## config.mk

```make
export PLATFORM = sky130hd
export DESIGN_NAME = rs_multi
export DESIGN_NICKNAME = d
export VERILOG_FILES = /design/src/rtl/rs_multi.sv
export SDC_FILE = /design/constraint.sdc
export NUM_CORES = 1
export LEC_CHECK = 0
export CORE_ASPECT_RATIO = 1.4
export CORE_UTILIZATION = 35
export DETAILED_ROUTE_END_ITERATION = 12
export HOLD_SLACK_MARGIN = 0.08
export SETUP_SLACK_MARGIN = 0.5
export SKIP_CTS_REPAIR_TIMING = 1
export SLEW_MARGIN = 5
export SYNTH_ARGS = -nofsm -noshare
export SYNTH_HDL_FRONTEND = slang
export SYNTH_SLANG_ARGS = --single-unit
```

## constraint.sdc

```tcl
create_clock -name clock -period 6.4 [get_ports clock]
set_input_delay 0.96 -clock clock [delete_from_list [all_inputs] [get_ports clock]]
set_output_delay 0.96 -clock clock [all_outputs]
set_load 0.01 [all_outputs]
```

## src/rtl/rs_multi.sv

```systemverilog
// rs_multi: multi-entry reservation station with CDB wakeup and age-ordered select.
//
// Holds up to RS_DEPTH renamed instructions of any FU class. Sources are woken
// by tag broadcast on the CDB. Each cycle the oldest entry that has both
// operands ready and whose FU class can accept is issued.
//
// Optional feature (macro RS_CDB_BYPASS_EN): a source whose tag matches the
// broadcast in the current cycle also counts as ready for select, so an entry
// can issue in the same cycle as its last wakeup.
//
// Ports:
//   clock, reset        clock and synchronous active-low reset
//   squash              flush all entries at the next edge
//   disp_*              dispatch request / entry contents, disp_ready = !rs_full
//   cdb_valid, cdb_tag  result tag broadcast
//   fu_ready            per-class FU accept this cycle
//   issue_*             selected entry (combinational from registered state)
//   rs_full, free_count occupancy view of the registered state
module rs_multi #(
    parameter int unsigned RS_DEPTH  = 8,
    parameter int unsigned TAG_W     = 6,
    parameter int unsigned FU_TYPES  = 4,
    parameter int unsigned PAYLOAD_W = 64,
    localparam int unsigned FU_W     = (FU_TYPES > 1) ? $clog2(FU_TYPES) : 1,
    localparam int unsigned IDX_W    = $clog2(RS_DEPTH),
    localparam int unsigned CNT_W    = $clog2(RS_DEPTH) + 1
) (
    input  logic                 clock,
    input  logic                 reset,
    input  logic                 squash,
    input  logic                 disp_valid,
    output logic                 disp_ready,
    input  logic [FU_W-1:0]      disp_fu,
    input  logic [TAG_W-1:0]     disp_T,
    input  logic [TAG_W-1:0]     disp_T1,
    input  logic [TAG_W-1:0]     disp_T2,
    input  logic                 disp_T1_rdy,
    input  logic                 disp_T2_rdy,
    input  logic [PAYLOAD_W-1:0] disp_payload,
    input  logic                 cdb_valid,
    input  logic [TAG_W-1:0]     cdb_tag,
    input  logic [FU_TYPES-1:0]  fu_ready,
    output logic                 issue_valid,
    output logic [FU_W-1:0]      issue_fu,
    output logic [TAG_W-1:0]     issue_T,
    output logic [TAG_W-1:0]     issue_T1,
    output logic [TAG_W-1:0]     issue_T2,
    output logic [PAYLOAD_W-1:0] issue_payload,
    output logic                 rs_full,
    output logic [CNT_W-1:0]     free_count
);

    // Entry storage
    logic [RS_DEPTH-1:0]  valid;
    logic [FU_W-1:0]      fu_q      [RS_DEPTH];
    logic [TAG_W-1:0]     t_tag     [RS_DEPTH];
    logic [TAG_W-1:0]     t1_tag    [RS_DEPTH];
    logic [TAG_W-1:0]     t2_tag    [RS_DEPTH];
    logic [RS_DEPTH-1:0]  t1_rdy;
    logic [RS_DEPTH-1:0]  t2_rdy;
    logic [PAYLOAD_W-1:0] payload_q [RS_DEPTH];
    // older[i][j] = entry i was dispatched before entry j
    logic [RS_DEPTH-1:0]  older     [RS_DEPTH];

    logic [RS_DEPTH-1:0]  src1_ok;
    logic [RS_DEPTH-1:0]  src2_ok;
    logic [RS_DEPTH-1:0]  eligible;
    logic [RS_DEPTH-1:0]  sel;
    logic [IDX_W-1:0]     issue_idx;
    logic [IDX_W-1:0]     alloc_idx;
    logic                 alloc_en;
    logic                 disp_t1_hit;
    logic                 disp_t2_hit;

    // Operand readiness and eligibility per entry
    always_comb begin
        for (int i = 0; i < RS_DEPTH; i++) begin
            src1_ok[i] = t1_rdy[i];
            src2_ok[i] = t2_rdy[i];
`ifdef RS_CDB_BYPASS_EN
            src1_ok[i] = t1_rdy[i] | (cdb_valid && (cdb_tag == t1_tag[i]));
            src2_ok[i] = t2_rdy[i] | (cdb_valid && (cdb_tag == t2_tag[i]));
`endif
            eligible[i] = valid[i] & src1_ok[i] & src2_ok[i] & fu_ready[fu_q[i]];
        end
    end

    // Oldest-eligible select: an entry wins when no eligible entry is older
    always_comb begin
        logic blocked;
        blocked = 1'b0;
        for (int i = 0; i < RS_DEPTH; i++) begin
            blocked = 1'b0;
            for (int k = 0; k < RS_DEPTH; k++) begin
                if (eligible[k] && older[k][i]) begin
                    blocked = 1'b1;
                end
            end
            sel[i] = eligible[i] & ~blocked;
        end
    end

    // Issue mux from the one-hot select
    always_comb begin
        issue_idx = '0;
        for (int i = 0; i < RS_DEPTH; i++) begin
            if (sel[i]) begin
                issue_idx = IDX_W'(i);
            end
        end
        issue_valid   = |sel;
        issue_fu      = fu_q[issue_idx];
        issue_T       = t_tag[issue_idx];
        issue_T1      = t1_tag[issue_idx];
        issue_T2      = t2_tag[issue_idx];
        issue_payload = payload_q[issue_idx];
    end

    // Occupancy and lowest-free-slot allocation
    always_comb begin
        free_count = '0;
        alloc_idx  = '0;
        for (int i = 0; i < RS_DEPTH; i++) begin
            free_count = free_count + CNT_W'(~valid[i]);
        end
        for (int i = RS_DEPTH - 1; i >= 0; i--) begin
            if (!valid[i]) begin
                alloc_idx = IDX_W'(i);
            end
        end
        rs_full     = &valid;
        disp_ready  = ~rs_full;
        alloc_en    = disp_valid & disp_ready;
        disp_t1_hit = cdb_valid && (cdb_tag == disp_T1);
        disp_t2_hit = cdb_valid && (cdb_tag == disp_T2);
    end

    // Entry state update: wakeup, issue invalidate, allocate, squash
    always_ff @(posedge clock) begin
        if (!reset) begin
            valid <= '0;
            for (int i = 0; i < RS_DEPTH; i++) begin
                older[i] <= '0;
            end
        end else begin
            for (int i = 0; i < RS_DEPTH; i++) begin
                if (cdb_valid && (cdb_tag == t1_tag[i])) t1_rdy[i] <= 1'b1;
                if (cdb_valid && (cdb_tag == t2_tag[i])) t2_rdy[i] <= 1'b1;
            end

            if (issue_valid) begin
                valid[issue_idx] <= 1'b0;
            end

            if (squash) begin
                valid <= '0;
                for (int i = 0; i < RS_DEPTH; i++) begin
                    older[i] <= '0;
                end
            end else if (alloc_en) begin
                valid[alloc_idx]     <= 1'b1;
                fu_q[alloc_idx]      <= disp_fu;
                t_tag[alloc_idx]     <= disp_T;
                t1_tag[alloc_idx]    <= disp_T1;
                t2_tag[alloc_idx]    <= disp_T2;
                t1_rdy[alloc_idx]    <= disp_T1_rdy | disp_t1_hit;
                t2_rdy[alloc_idx]    <= disp_T2_rdy | disp_t2_hit;
                payload_q[alloc_idx] <= disp_payload;
                // Every survivor is older than the newcomer; an issuing entry is not
                for (int k = 0; k < RS_DEPTH; k++) begin
                    older[k][alloc_idx] <= valid[k] & ~(issue_valid && (issue_idx == IDX_W'(k)));
                end
                older[alloc_idx] <= '0;
            end
        end
    end

endmodule

```

Yosys cells after proc, flatten, opt, wreduce, memory -nomap -nowiden
Memory sizes are Yosys's and may differ from the RTL's. Index checks and enable logic that the tools add are counted.

Bits in registers: 24. Bits in writable memories: 736. Input bits: 101. Output and inout port bits: 91. Word-level logic and storage cells: 514. Memories kept: 6.

Add/subtract/negate cells: 7. Magnitude comparators: 12. Eq/ne operators: 25. Multiplexer cells: 221. Bitwise logic cells: 144. Reduce and logical (&&, ||, !) cells: 96.

Memory list: payload_q (words 8, width 64, read ports 1, clocked after memory_dff 0, wr ports 1, RTL line 61) `logic [PAYLOAD_W-1:0] payload_q [RS_DEPTH];`; older (words 8, width 8, read ports 8, clocked after memory_dff 0, wr ports 9, RTL line 63) `logic [RS_DEPTH-1:0] older [RS_DEPTH];`; t1_tag (words 8, width 6, read ports 9, clocked after memory_dff 0, wr ports 1, RTL line 57) `logic [TAG_W-1:0] t1_tag [RS_DEPTH];`; t2_tag (words 8, width 6, read ports 9, clocked after memory_dff 0, wr ports 1, RTL line 58) `logic [TAG_W-1:0] t2_tag [RS_DEPTH];`; t_tag (words 8, width 6, read ports 1, clocked after memory_dff 0, wr ports 1, RTL line 56) `logic [TAG_W-1:0] t_tag [RS_DEPTH];`; fu_q (words 8, width 2, read ports 9, clocked after memory_dff 0, wr ports 1, RTL line 55) `logic [FU_W-1:0] fu_q [RS_DEPTH];`.

Operator list (count): $mux W1 (179); $mux W8 (16); $eq A6 B6 Y1 (18); $logic_and A1 B1 Y1 (92); $or A1 B1 Y1 (74); $mux W3 (14); $and A1 B1 Y1 (41); $not A1 Y4 (8); $add A4 B4 Y4 (7); $lt A2 B3 Y1 const B (8); $not A1 Y1 (18); $bmux W1 S2 (8); $bwmux W8 (2); $eq A3 B3 Y1 const B (4); $and A8 B8 Y8 (1); $lt A3 B4 Y1 const B (2); $not A8 Y8 (1); $or A8 B8 Y8 (1); $reduce_and A8 Y1 (1); $reduce_or A8 Y1 (1); $demux W1 S3 (2); $eq A3 B2 Y1 const B (2); $ge A3 B1 Y1 const B (2); $eq A3 B1 Y1 const B (1); 2 further kinds (2).

Logic depth before layout (Yosys ltp)
An unclocked memory read counts as a cell.

Depth in word-level cells: 32. Gate-level depth with buffers: 12. Depth with buffers taken out: 7.

Worst setup path after synthesis
No wires, ideal clock.

Path type: input to register. From: input port disp_valid. To: memory fu_q[7][0] (netlist name), enable pin. Library setup time: 527 ps. Arrival: 5376 ps. Required time: 5873 ps. Path slack: 497 ps. Stages: 6. Path buffers: 1. Cells stage by stage: nand4_1 nor2_1 nand2_1 a211o_1 clkbuf_1 nor2_1.

Longest elaborated chain between the ends: 5.

Ends and longest elaborated chain: from (decl) (RTL line 31) `input logic disp_valid,`; $and A1 B1 Y1 (RTL line 133) `alloc_en = disp_valid & disp_ready;`; $mux W1 (RTL line 160) `end else if (alloc_en) begin`; $mux W1 (RTL line 155) `if (squash) begin`; $mux W1 (RTL line 140) `if (!reset) begin`; $mux W1 (not written as such) (RTL line 162) `fu_q[alloc_idx] <= disp_fu;`; to (decl) (RTL line 55).

No other way between the ends.

Final worst setup path
From: input port fu_ready[3]. To: output port issue_payload[18].

Longest elaborated chain between the ends: 22. Elaborated cells on any way between the ends: 158. Those cells by class: mux: 79; bitwise: 22; reduce/logical: 56; memory: 1.

Ends and longest elaborated chain: from (decl) (RTL line 42) `input logic [FU_TYPES-1:0] fu_ready,`; $bmux W1 S2 (RTL line 84) `eligible[i] = valid[i] & src1_ok[i] & src2_ok[i] & fu_ready[fu_q[i]];`; $mux W1 (not written as such) (RTL line 84); $and A1 B1 Y1 (RTL line 84); $logic_and A1 B1 Y1 (RTL line 95) `if (eligible[k] && older[k][i]) begin`; $mux W1 (8 in a row) (RTL line 95); $not A1 Y1 (RTL line 99) `sel[i] = eligible[i] & ~blocked;`; $and A1 B1 Y1 (RTL line 99); $mux W1 (RTL line 107) `if (sel[i]) begin`; $mux W3 (5 in a row) (RTL line 107); $mux W3 * (RTL line 107); $mem_v2 Z8 W64 *; to (decl) (RTL line 48) `output logic [PAYLOAD_W-1:0] issue_payload,`.

Mark *: on every way between the ends. The rest lies on a longest branch, timed or not. The select of a mux whose other input is x is not followed.

==> impl_metrics.tcl <==
set metrics [dict create \
    outcome "completed" \
    nets 2610 \
    hpwl_um 61160 \
    coreArea_mm2 0.09113 \
    cpMaxStageDelayCell "a2111o_2" \
    cts_tree "built" \
    placed_area_mm2 0.03589 \
    critPathBufInv 4 \
    drive_above_1_share_pct 10.11 \
    cts-root-buf "clkbuf_16" \
    htreeDepth 3 \
    synth_most_common_cell "edfxtp_1" \
    slew_headroom_pct 19.32 \
    ioPinCount 192 \
    tightest_slew_ns 1.206 \
    crit_path_start_kind "input port" \
    syn_area_mm2 0.03224 \
    ys_top_cells_by_count "edfxtp_1, clkbuf_1, nand2_1" \
    max_freq_mhz 171.4 \
    area_growth_pct 20.24 \
    fp-row-count 131 \
    skew_ns 0.02253 \
    drt_wl_total_um 107000 \
    dr_total_vias 22560 \
    synth_fp_nets 2435 \
    cts.path.max_buffers 3 \
    grt.total_usage_pct 21.96 \
    leakage_nw 12.24 \
    fin_tns_setup_ns 0 \
    dpl_worst_slack_ns 0.06912 \
    antenna_found_initial 11 \
    cts.sinks 760 \
    async_reset_ff_share_pct 0 \
    drc 0 \
    gp_congestion 0.9213 \
    dr.pass1.iters 6 \
    post-route-util_pct 42.54 \
    criticalPathCategory "in -> out" \
    grt_pass1_wl_um 152500 \
    powerDensity_mw_per_mm2 266.4 \
    path_delay_family "compound AO/OA/AOI/OAI gates" \
    finalWorstSetupSlack_ns 0.5663 \
    total_power_w 0.01033 \
    numCtsBuffers 77 \
    synth_cell_type_count 58 \
    crit_path_max_fanout 17 \
    period_needed_ns 5.834 \
    nFillCells 8309 \
    ir_drop_v 0.0002177 \
    setup_violations 0 \
    multi_input_area_mm2 0.009384 \
    port_buffers 191 \
    worst_setup_path_end_kind "output port" \
    synth-edff-count 688 \
    yosysSeqAreaShare_pct 68.55 \
    ant_nets 0 \
    drt_iter0_drc 2142 \
    slowest_delay_ns 0.59 \
    die_w_um 258.5 \
    synth_warnings 0 \
    design.die.area_mm2 0.09335 \
    fin_area_mm2 0.03877 \
    hold_class "reg -> reg" \
    final-max-slew-violation-count 0 \
    max-cap-violations 0 \
    synth_top_area_cell "edfxtp_1" \
    ys_ff_latch 760 \
    netlist.area_leader.share_pct 64.08 \
    critPathRequiredTime_ns 5.44 \
    avgViaCountPerCell 6.001 \
    grt_pass1_vias 23260 \
    crit_arrival_ns 4.87 \
    synthCells 2326 \
    start_util_pct 35.38 \
    path_cells "dlymetal6s2s_1, mux4_2, and2_2, a22o_1, a2111o_2, a2111oi_4, buf_4, buf_8, o211ai_1, a32oi_1, clkdlybuf4s50_1" \
    hold_viol 0 \
    post_synth.cell_area_avg_um2 13.86 \
    synth_area_leaders "edfxtp_1, dfxtp_1, o311a_1, a32oi_1, a221oi_1" \
    grt_start_max_net_pins 131 \
    rsz0062_at_grt "true" \
    clock_latency_ns 0.64 \
    ff_latch_area_mm2 0.02210 \
    die_h_um 361.1 \
    overflow 0 \
    post_drt_wl_per_cell_um 28.47 \
    path_clk_slew_ns 0.06 \
    ys.flop_type "edfxtp_1" \
    final.period_utilization_pct 91.15 \
]
==> report_power, final <==
part | total, W | leakage [nW] | switching (W) | internal (W)
combinational | 0.000342 | 4.22 | 0.000197 | 0.000145
sequential | 0.00545 | 6.79 | 0.0000109 | 0.00544
clock | 0.00454 | 1.23 | 0.00193 | 0.00261
total | 0.0103 | 12.2 | 0.00214 | 0.00819
==> tightest hold or removal path, cell delays in order (launching register included) <==
cell,delay (ns)
dfxtp_1,0.30
inv_1,0.05
nor2_1,0.04
==> flip-flops by register name, summed over array words and instances (netlist names) <==
name       cells
payload_q    512
valid          8
src2_ok        8
t2_tag        48
t_tag         48
src1_ok        8
older         64
fu_q          16
t1_tag        48
==> metal layers <==
| metal | vias up | global-route usage, % | wire length, um |
|---|---|---|---|
| li1 | 9666 | - | - |
| met1 | 11590 | 26.38 | 40810 |
| met2 | 1063 | 38.38 | 54600 |
| met3 | 242 | 3.664 | 7314 |
| met4 | 6 | 9.711 | 4258 |
| met5 | - | 0 | 48 |
==> final timing paths <==
path                from                 to  slack [ns]  depth (start not counted)
max          fu_ready[3]  issue_payload[18]        0.57                         11
min          older[7][7]        older[7][7]        0.43                          2
max reg2reg   fu_q[4][0]        older[2][5]        2.57                          8
min reg2reg  older[7][7]        older[7][7]        0.43                          2
==> logic make-up after synthesis <==
kind of cell	share of synthesized area, %
flip-flops	68.55
AND/OR/NAND/NOR	11.58
AO/OA/AOI/OAI	12.89
buffers and inverters	2.841
XOR/XNOR	2.961
multiplexers	0.7761
adder cells (fa/ha/maj)	0.4036
==> per-stage QoR <==
stage          hold slack, ns  instances
5_1_grt                0.4718       3760
2_1_floorplan          0.4075       2326
4_1_cts                0.4372       3739
6_report               0.4303       3760
3_5_place_dp           0.4248       3600
3_3_place_gp           0.4242       3600
==> layout by cell type (no fill, tap or decap), types with 84 or more instances in the layout <==
cell / instances
a32oi_1: 84
nand4_1: 110
o311a_1: 84
and2_1: 92
edfxtp_1: 688
clkdlybuf4s50_1: 174
or3_1: 85
and3_1: 97
nand2_1: 145
o21ai_0: 91
==> cell type report <==
type	instances	area share, %
Sequential cell	760	57.01
Inverter	18	0.2066
Clock buffer	100	5.403
Tap cell	1197	3.863
Timing Repair Buffer	296	8.204
Antenna cell	2	0.01291
Clock inverter	39	1.097
Multi-Input combinational cell	1348	24.21
Power figures use the tool's default switching activity.
